<file path="config.mk">
export PLATFORM = sky130hd
export DESIGN_NAME = instr_fetch
export DESIGN_NICKNAME = d
export VERILOG_FILES = /design/src/rtl/instr_fetch.sv
export SDC_FILE = /design/constraint.sdc
export NUM_CORES = 1
export LEC_CHECK = 0
export ABC_AREA = 1
export CAP_MARGIN = 40
export CORE_MARGIN = 2
export CORE_UTILIZATION = 30
export DETAILED_ROUTE_END_ITERATION = 10
export HOLD_SLACK_MARGIN = 0.08
export PLACE_DENSITY = 0.58
export SKIP_CTS_REPAIR_TIMING = 1
export SYNTH_ARGS = -nofsm -noshare
export SYNTH_HDL_FRONTEND = slang
export SYNTH_SLANG_ARGS = --single-unit
</file>
<file path="constraint.sdc">
create_clock -name clk -period 5.3 [get_ports clk]
set_clock_uncertainty 0.15 [all_clocks]
set_input_delay 1.325 -clock clk [delete_from_list [all_inputs] [get_ports clk]]
set_output_delay 1.325 -clock clk [all_outputs]
set_load 0.02 [all_outputs]
</file>
<file path="src/rtl/instr_fetch.sv">
// Instruction fetch unit: a two-state request/hold FSM that fetches one word, presents it
// to decode, and picks the next PC (jump, taken beq or sequential) at the decode handoff.
module instr_fetch #(
    parameter logic [31:0] RESET_PC = 32'h00000000
) (
    input  logic        clk,
    input  logic        reset,
    output logic        imem_req,
    output logic [31:0] imem_addr,
    input  logic        imem_ack,
    input  logic [31:0] imem_rdata,
    output logic [31:0] instr,
    output logic [5:0]  opcode,
    output logic [31:0] pc_out,
    output logic [31:0] pc_plus4,
    output logic        instr_valid,
    input  logic        instr_ready,
    input  logic        jump,
    input  logic        branch,
    input  logic        zero,
    input  logic [15:0] branch_offset,
    input  logic [25:0] jump_target
);

    typedef enum logic {StReq, StHold} state_t;

    state_t      state_q, state_d;
    logic [31:0] pc_q, pc_d;
    logic [31:0] instr_q, instr_d;
    logic [31:0] pc_out_q, pc_out_d;
    logic [31:0] branch_disp;
    logic [31:0] next_pc;

    assign imem_addr   = {pc_q[31:2], 2'b00};
    assign instr       = instr_q;
    assign opcode      = instr_q[31:26];
    assign pc_out      = pc_out_q;
    assign pc_plus4    = pc_out_q + 32'd4;
    assign branch_disp = {{14{branch_offset[15]}}, branch_offset, 2'b00};

    // Jump wins over branch when both are asserted.
    always_comb begin
        next_pc = pc_plus4;
        if (jump) begin
            next_pc = {pc_plus4[31:28], jump_target, 2'b00};
        end else if (branch && zero) begin
            next_pc = pc_plus4 + branch_disp;
        end
    end

    always_comb begin
        state_d     = state_q;
        pc_d        = pc_q;
        instr_d     = instr_q;
        pc_out_d    = pc_out_q;
        imem_req    = 1'b0;
        instr_valid = 1'b0;
        unique case (state_q)
            StReq: begin
                // Gated by reset so an in-flight request is withdrawn without waiting for a clock.
                imem_req = ~reset;
                if (imem_ack) begin
                    instr_d  = imem_rdata;
                    pc_out_d = pc_q;
                    state_d  = StHold;
                end
            end
            StHold: begin
                instr_valid = 1'b1;
                if (instr_ready) begin
                    pc_d    = {next_pc[31:2], 2'b00};
                    state_d = StReq;
                end
            end
        endcase
    end

    always_ff @(posedge clk or posedge reset) begin
        if (reset) begin
            state_q  <= StReq;
            pc_q     <= {RESET_PC[31:2], 2'b00};
            instr_q  <= 32'd0;
            pc_out_q <= 32'd0;
        end else begin
            state_q  <= state_d;
            pc_q     <= pc_d;
            instr_q  <= instr_d;
            pc_out_q <= pc_out_d;
        end
    end

endmodule

</file>
==> out/qor.txt <==
Number of endpoints with negative hold slack in the final report: 0
Vias in the first global route: 7633
Commonest register cell after synthesis: sky130_fd_sc_hd__dfrtp_1
Final period demand of the worst path: 4.20 ns
Fill count: 2680
Final Setup Violations: 0
Final cycle utilization of the critical path: 79.2%
Share of total power consumed by net switching: 47.6%
Hold/Removal Path Class: register to register
Placeable core region: 25000 µm²
Total Die Area: 26500 µm²
Clock network power share: 15.0%
Syn avg cell area: 6.56 µm²
Clock sink count: 93
Number of antenna repair diodes: 0
Longest Clk Path Bufs: 2
Register clock-pin slew on the reported worst setup and hold paths: 0.07 ns
Distinct cell type count after synthesis: 42
Total wire length: 27.3 mm
Type of element launching the critical path: register
Reg2reg end: pc_q[13]
Cell-internal power: 2.53 mW
Synthesis-to-layout area growth: 36.9%
Crit-path cells: nand2_2 > nor2_1 > nand2_1 > nor2_2 > xor2_1 > clkdlybuf4s50_1
Critical path class: register to output pin
Headroom to the max-slew limit: 51.0%
Power density relative to cell area: 466 nW/µm²
Reg2reg path depth: 16
Total standard cell area after synthesis: 7550 µm²
Net switching component of the power: 2.29 mW
Total via count after detailed routing: 7809
Maximum number of pins on one net before global-route repair: 47
Critical path buffers and inverters: 1
Starting density of the core: 30.2%
Die Ht: 163 µm
Global route total overflow: 0
Part of the power in combinational logic: 60.7%
CTS Buf Count: 9
Fraction of the yosys area taken by sequential cells: 30.8%
EDFF count, synth: 0
Sequential share of power: 24.3%
Port Buffer Count: 210
Number of antenna violations at the first check in global routing: 0
Maximum clock frequency: 238 MHz
Crit path DAT: 2.72 ns
Clock H-tree levels: 3
Global-route wire length before repair: 42.1 mm
DR DRC count: 0
Drt first pass iters: 5
Hold wc startpoint: instr[0]
Number of stages on the worst hold path: 1
Pin slew with the least headroom to its limit: 0.734 ns
Insertion delay of the later-clocked pin in the worst-skew pair: 0.36 ns
Fraction of layout cells with a size suffix above 1: 8.31%
Result of the run: finished, final reports clean
Cell with the largest stage delay on the worst path: sky130_fd_sc_hd__clkdlybuf4s50_1
Routed wirelength normalized by instance count: 16.2 µm
Max-slew violation count: 0
Fraction of registers with async set/reset: 100%
Endpoint type of the worst setup path: output pin
Width of the die: 163 µm
Crit-path leading delay family: buffers and inverters
Multi-input gate area in the final layout: 4360 µm²
Mapped Cells: 1151
Count of boundary I/O pins: 217
Number of flip-flops and latches in the synthesized netlist: 93
Detailed Place HPWL: 22.4 mm
Total GRT Usage: 20.9%
Routability congestion estimate: 0.950
Hold path endpoint: instr[0]
Violation count after the first detailed-routing iteration: 454
Cell Rows: 58
Required time of the critical path: 3.83 ns
Highest fanout seen on the critical path: 5
Maximum capacitance violations: 0
Clock tree root buffer cell: sky130_fd_sc_hd__clkbuf_16
Peak supply drop: 234 µV
Avg Vias per Cell: 4.62
Setup Total Neg Slack: 0 ns
Worst reg2reg setup slack: 1.75 ns
# nets final: 1473
Sequential cell area: 2330 µm²
Startpoint of the worst register-to-register path: pc_out[10]
Static Leakage: 5.21 nW
Synth Warn #: 0
Setup repair after global routing missed its margin: false
Largest incremental delay on the critical path: 0.71 ns
Post-route worst hold slack: 0.357 ns
Final ANT Viol Nets: 0
CTS tree: yes
Beginning of the critical path: pc_out[10]
-- per-layer routing --
layer	part of all wire [%]	GRT usage (%)	routed length [µm]	up-vias
met3	7.4	4.63	2030	39
met1	44	27.2	12000	3531
met5	0	0	0	-
li1	-	-	-	3977
met2	46	34.2	12500	262
met4	2.8	6.92	759	0
-- sequential cells by signal, summed over array words and instances (netlist names) --
signal	count
pc_out	30
instr	32
state_q	1
pc_q	30
-- layout by cell type (no fill, tap or decap), drive strengths merged, types with 3 or more instances in the layout --
| master | n |
|---|---|
| or2 | 6 |
| inv | 183 |
| xor2 | 10 |
| nand3 | 76 |
| o21ai | 43 |
| nand2 | 406 |
| a21oi | 43 |
| o211ai | 3 |
| nand3b | 4 |
| a22oi | 4 |
| and2 | 10 |
| mux2 | 36 |
| dfrtp | 93 |
| clkbuf | 10 |
| xnor2 | 5 |
| nor2 | 126 |
| clkdlybuf4s50 | 210 |
| buf | 13 |
| conb | 6 |
| nor3 | 14 |
| nand4 | 8 |
| clkinv | 6 |
| ha | 36 |
-- worst max-delay path by stage --
stage | endpoint | slack (ns) | depth (start not counted)
floorplan | instr[0] | 1.40 | 1
global placement | imem_req | 1.26 | 3
detailed placement | imem_req | 1.26 | 3
CTS | pc_plus4[30] | 1.10 | 10
global route | pc_plus4[30] | 0.92 | 10
finish | pc_plus4[12] | 1.10 | 6
-- cell families after synthesis --
kind of cell	count (synthesis)	share of synthesized area [%]
AOI/OAI and AO/OA	98	6.96
and+or+nand+nor	651	37.0
muxes	36	5.37
DFF	93	30.8
other	1	0.0497
xor gates and xnor gates	15	1.84
adders and majority gates	37	6.23
buffers and inverters	220	11.7
-- stage by stage --
| stage | setup WS (ns) | total power, mW | area, µm² | utilization (%) | instances |
|---|---|---|---|---|---|
| floorplan | 1.40 | 2.86 | 7570 | - | 1156 |
| global placement | 1.26 | 4.08 | 9990 | 40.0 | 1673 |
| detailed placement | 1.26 | 4.09 | 10000 | 40.1 | 1674 |
| CTS | 1.10 | 4.85 | 10300 | 41.4 | 1690 |
| global route | 0.922 | 5.19 | 10300 | 41.4 | 1690 |
| finish | 1.10 | 4.82 | 10300 | 41.4 | 1690 |
-- power by group through the flow --
stage                     Sequential, mW  Combinational [mW]  Clock, mW
final                               1.17                2.93      0.722
after global routing                1.21                3.21      0.769
after CTS                           1.17                2.93      0.744
after detailed placement            1.18                2.92          0
after global placement              1.18                2.90          0
after floorplan                     1.38                1.48          0
-- layout make-up --
type / count / area share (%)
sequential: 93 / 22.5
clock buffer: 10 / 2.22
tap: 330 / 4.00
multi-input combinational: 843 / 42.2
timing repair buffer: 223 / 21.4
inverter: 185 / 6.74
clock inverter: 6 / 0.908
-- cell usage after synthesis (all sizes together), types with 8 or more instances --
master / number / area, µm²
o21ai: 43 / 223
mux2: 36 / 405
nand3: 76 / 398
inv: 181 / 679
buf: 22 / 143
nand2: 406 / 1580
nor2: 126 / 534
dfrtp: 93 / 2330
clkbuf: 13 / 48.8
nor3: 14 / 91.3
nand4: 8 / 50.1
xor2: 10 / 87.6
and2: 10 / 67.6
a21oi: 43 / 215
ha: 36 / 450
Power figures use the tool's default switching activity.
==> patch 1, RTL diff (config.mk and constraints unchanged) <==
Register the input `branch_offset` before use, cleared by the reset. The logic sees it one clock later. The other inputs are not delayed to match.
--- a/src/rtl/instr_fetch.sv
+++ b/src/rtl/instr_fetch.sv
@@ -24,6 +24,16 @@
 
     typedef enum logic {StReq, StHold} state_t;
 
+    logic [15:0] branch_offset_q;
+
+    always_ff @(posedge clk or posedge reset) begin
+        if (reset) begin
+            branch_offset_q <= '0;
+        end else begin
+            branch_offset_q <= branch_offset;
+        end
+    end
+
     state_t      state_q, state_d;
     logic [31:0] pc_q, pc_d;
     logic [31:0] instr_q, instr_d;
@@ -36,7 +46,7 @@
     assign opcode      = instr_q[31:26];
     assign pc_out      = pc_out_q;
     assign pc_plus4    = pc_out_q + 32'd4;
-    assign branch_disp = {{14{branch_offset[15]}}, branch_offset, 2'b00};
+    assign branch_disp = {{14{branch_offset_q[15]}}, branch_offset_q, 2'b00};
 
     // Jump wins over branch when both are asserted.
     always_comb begin
Behaviour: not the same (Yosys sat finds a counterexample within 4 cycles, from zero or initial values and one cycle with reset high).
==> patch 1 against the original RTL <==
- sequential cell count increased by 16
- synthesized cell count grew 0.78%
- wire length shrank 1.5%
- core utilization is 0.38 points lower
- total power is 6.5% higher
- hold slack improved by 0.0016 ns
- design area rose by 2.8%
- setup slack worse by 0.23 ns
- synthesized area is 4.3% higher
- first-iteration DRC count fell by 14%
- critical path type unchanged
- critical endpoint is now pc_plus4[14]
- highest routed layer unchanged
==> patch 1: results (changes against the original RTL) <==
| Metric | Value |
|---|---|
| Status | complete, no violations |
| CP max FO | 5 (unchanged) |
| Input/output buffers | 210 (unchanged) |
| Clk root buf | clkbuf_16 |
| Worst Hold Class | flop to flop |
| Post-synthesis compound-gate area fraction | 0.0618 (-0.00780) |
| Routed length on met2 | 12500 um (about the same) |
| Family with the most delay on the worst path | buffers and inverters |
| Area of placed instances | 10300 um^2 (+3.2%) |
| Routed wl met3 | 1740 um (-14%) |
| Synth cell count leaders | nand2_1 (402), inv_1 (177), nor2_1 (115), dfrtp_1 (109), nand3_1 (77) |
| WP data arrival | 2.95 ns (+0.23 ns) |
| Synth warn | 0 (unchanged) |
| Wl on met1 | 12200 um (+1.2%) |
| Routed Wire Length | 26900 um (-1.5%) |
| R2R depth | 17 (+1) |
| Ys async rst share | 1.00 (unchanged) |
| CTS buffer count | 9 (unchanged) |
| P_leak | 5.37 nW (+3.1%) |
| Synth cell types | 42 (unchanged) |
| Worst-Margin Slew | 0.862 ns (+0.128 ns) |
| Multi-input gate area | 4290 um^2 (-1.7%) |
| Routability cong. | 0.899 (-5.4%) |
| CTS clk-pin slew, worst paths | 0.09 ns (+0.02 ns) |
| Post-synthesis xor/xnor area fraction | 0.0199 (+0.00146) |
| Largest net degree at the start of global routing | 51 (+8.5%) |
| Most used DFF post-synth | dfrtp_1 |
| Share of cells above drive strength 1 | 0.0690 (-0.0141) |
| Mapped Cells | 1160 (+0.78%) |
| CTS Buffer Depth | 2 (unchanged) |
| First-pass GRT wire length | 41200 um (-2.1%) |
| Synth Area in Adders | 0.0597 (-0.00257) |
| Number of inserted diodes | 0 (unchanged) |
| Nets@finish | 1475 (+0.14%) |
| Filler Cells Inserted | 2685 (+0.19%) |
| Clk Latency, worst-skew pair | 0.37 ns |
| CP peak stage delay | 0.74 ns (+0.03 ns) |
| Dpl hpwl | 21700 um (-2.9%) |
| Vias in the first global route | 7532 (-1.3%) |
| Hold path cells | 1 (unchanged) |
| Fin cells | 1697 (+0.41%) |
| Drt pass-1 iters | 5 (unchanged) |
| Multiplexer area fraction after synthesis | 0.0529 (-0.000788) |
| Ranking of synthesized cells by area | dfrtp_1 (35%), nand2_1 (19%), inv_1 (8.4%) |
| Top Metal Used | met4 |
| Global-route usage over all layers | 0.191 (-0.0177) |
| Initial antenna violation count | 0 (unchanged) |
| # H-tree levels | 3 (unchanged) |
| Iter 0 DRT Violations | 391 (-14%) |
| Max FFs per register | 32 (unchanged) |
| Via density | 4.61 (-0.14%) |
| Pre-CTS setup slack | 1.22 ns (-0.0397 ns) |
| Slowest-stage cell, CP | clkdlybuf4s50_1 |
| NetSw | 2.48 mW (+8.5%) |
| VDD IR-drop max | 0.183 mV (-22%) |
| Post-synthesis sequential area ratio | 0.346 (+0.0381) |
[patch 1: cell types whose count changed in the layout (fill, tap and decap cells not counted), moves of 8 or more]
cell / before / now
nand2_1: 390 / 401
dfrtp_1: 93 / 109
buf_4: 12 / 4
nand2_2: 12 / 3
a21oi_1: 43 / 52
o21ai_0: 36 / 26
[patch 1: final cells by class]
type | instances | share of cell area
Clock buffer | 9 | 0.0212
Clock inverter | 7 | 0.00624
Inverter | 179 | 0.0635
Multi-Input combinational cell | 840 | 0.403
Sequential cell | 109 | 0.257
Tap cell | 335 | 0.0394
Timing Repair Buffer | 218 | 0.210
[patch 1: cells by family (layout without fill, tap and decap cells)]
group,Yosys count,after routing
fa+ha+maj,37,37
compound gates,91,91
other cells,1,6
simple gates,652,652
xor+xnor,17,17
buf+inv,216,413
mux,37,37
flops,109,109
[patch 1: final timing paths]
path | startpoint | to | slack, ns
max reg2reg | pc_out[2]$_DFFE_PP0P_ | pc_q[21]$_DFFE_PP0P_ | 1.55
max | pc_out[2]$_DFFE_PP0P_ | pc_plus4[14] | 0.88
min reg2reg | instr[12]$_DFFE_PP0P_ | instr[12]$_DFFE_PP0P_ | 0.36
min in group asynchronous | reset | state_q$_DFF_PP0_ | 1.15
min | instr[12]$_DFFE_PP0P_ | instr[12]$_DFFE_PP0P_ | 0.36
max in group asynchronous | reset | pc_q[6]$_DFFE_PP0P_ | 2.97
[patch 1: metal layers]
metal,global-route usage,vias up
li1,-,3968
met1,0.245,3605
met2,0.319,232
met3,0.0484,25
met4,0.0548,0
met5,0,-
[patch 1: power groups by stage]
stage	Sequential, mW	Combinational, mW	Clock (mW)
detailed placement	1.30	3.15	0
global placement	1.30	3.12	0
finish	1.29	3.15	0.686
CTS	1.29	3.16	0.709
floorplan	1.52	1.63	0
global route	1.32	3.47	0.733
==> patch 2, RTL diff (config.mk and constraints unchanged) <==
Without the edit above. `instr_q` no longer has a reset.
--- a/src/rtl/instr_fetch.sv
+++ b/src/rtl/instr_fetch.sv
@@ -79,15 +79,17 @@
         if (reset) begin
             state_q  <= StReq;
             pc_q     <= {RESET_PC[31:2], 2'b00};
-            instr_q  <= 32'd0;
             pc_out_q <= 32'd0;
         end else begin
             state_q  <= state_d;
             pc_q     <= pc_d;
-            instr_q  <= instr_d;
             pc_out_q <= pc_out_d;
         end
     end
 
+    always_ff @(posedge clk) begin
+        instr_q <= instr_d;
+    end
+
 endmodule
 
Function: changed (a bounded check fails within 4 cycles, from zero or initial values and one cycle with reset high).
==> patch 2 against the original RTL <==
- global-route usage is essentially flat
- design area is 3.1% lower
- synthesized area down 3.8%
- setup slack worse by 0.27 ns
- sequential cell count unchanged
- total power shrank 9.7%
- maximum frequency fell by 6.0%
- wire length fell by 2.3%
- largest cell class unchanged
==> patch 2: results (changes against the original RTL) <==
| Metric | Value |
|---|---|
| Placed cell count | 1648 (-1.6%) |
| Vias in the first global route | 7150 (-6.3%) |
| R2R setup slack | 1.51 ns (-0.24 ns) |
| Nets@finish | 1458 (-1.0%) |
| WP data arrival | 2.99 ns (+0.27 ns) |
| Crit path launch | pc_out[3]$_DFFE_PP0P_ |
| Routed Wire Length | 26700 um (-2.3%) |
| Status | complete, no violations |
| End of the worst hold path | pc_q[19]$_DFFE_PP0P_ |
| Routability cong. | 0.922 (-3.0%) |
| Ranking of synthesized cells by area | nand2_1 (23%), dfrtp_1 (21%), edfxtp_1 (13%) |
| Worst-Margin Slew | 0.772 ns (+0.0379 ns) |
| Post-synthesis xor/xnor area fraction | 0.0181 (-0.000311) |
| Drt wl/cell | 16.0 um (-0.80%) |
| Share of cells above drive strength 1 | 0.0439 (-0.0392) |
| CP Capture Point | pc_plus4[30] |
| Post-synth EDFFs | 32 (+32) |
| Largest net degree at the start of global routing | 51 (+8.5%) |
| Iter 0 DRT Violations | 590 (+30%) |
| Hold path cells | 2 (+1) |
| Seq pwr share | 0.261 (+0.018) |
| Via density | 4.60 (-0.40%) |
| Post-synthesis sequential area ratio | 0.342 (+0.0342) |
| Clk pwr share | 0.153 (+0.003) |
| Synth cell count leaders | nand2_1 (449), inv_1 (176), nor2_1 (114), nand3_1 (72), dfrtp_1 (61) |
| First-pass GRT wire length | 41200 um (-2.2%) |
| Mapped Cells | 1136 (-1.3%) |
| Multiplexer area fraction after synthesis | 0 (-0.0537) |
| Clock group | 0.667 mW (-7.6%) |
| Pre-CTS setup slack | 1.26 ns (-0.00207 ns) |
| VDD IR-drop max | 0.243 mV (+3.8%) |
| Critical R2R Capture | pc_q[12]$_DFFE_PP0P_ |
| Ys async rst share | 0.656 (-0.344) |
| Fmax | 224 MHz (-6.0%) |
| Post-synthesis compound-gate area fraction | 0.0673 (-0.00226) |
| Hold Startpoint | pc_q[19]$_DFFE_PP0P_ |
==> patch 2: final cells by class <==
class / count / area (um^2)
Timing Repair Buffer: 222 / 2200
Fill cell: 2474 / 13600
Sequential cell: 93 / 2490
Multi-Input combinational cell: 834 / 3950
Clock inverter: 7 / 80.1
Tap cell: 319 / 399
Inverter: 180 / 676
Clock buffer: 9 / 225
==> patch 2: critical path: cells and delay by family, from the launching register on <==
family | cells | cell delay (ns)
buf+inv | 3 | 0.91
flops | 1 | 0.46
fa+ha+maj | 1 | 0.34
simple gates | 6 | 0.91
==> patch 2: per-stage QoR <==
stage               instance area (um^2)  hold WS, ns
floorplan                           7280        0.460
global placement                    9700        0.342
detailed placement                  9710        0.341
CTS                                10000        0.361
global route                       10000        0.393
finish                             10000        0.360
==> patch 2: per-layer routing <==
| layer | part of all wire | GRT usage |
|---|---|---|
| met3 | 0.075 | 0.0345 |
| met5 | 0 | 0 |
| met1 | 0.46 | 0.290 |
| met4 | 0.019 | 0.0533 |
| met2 | 0.45 | 0.335 |
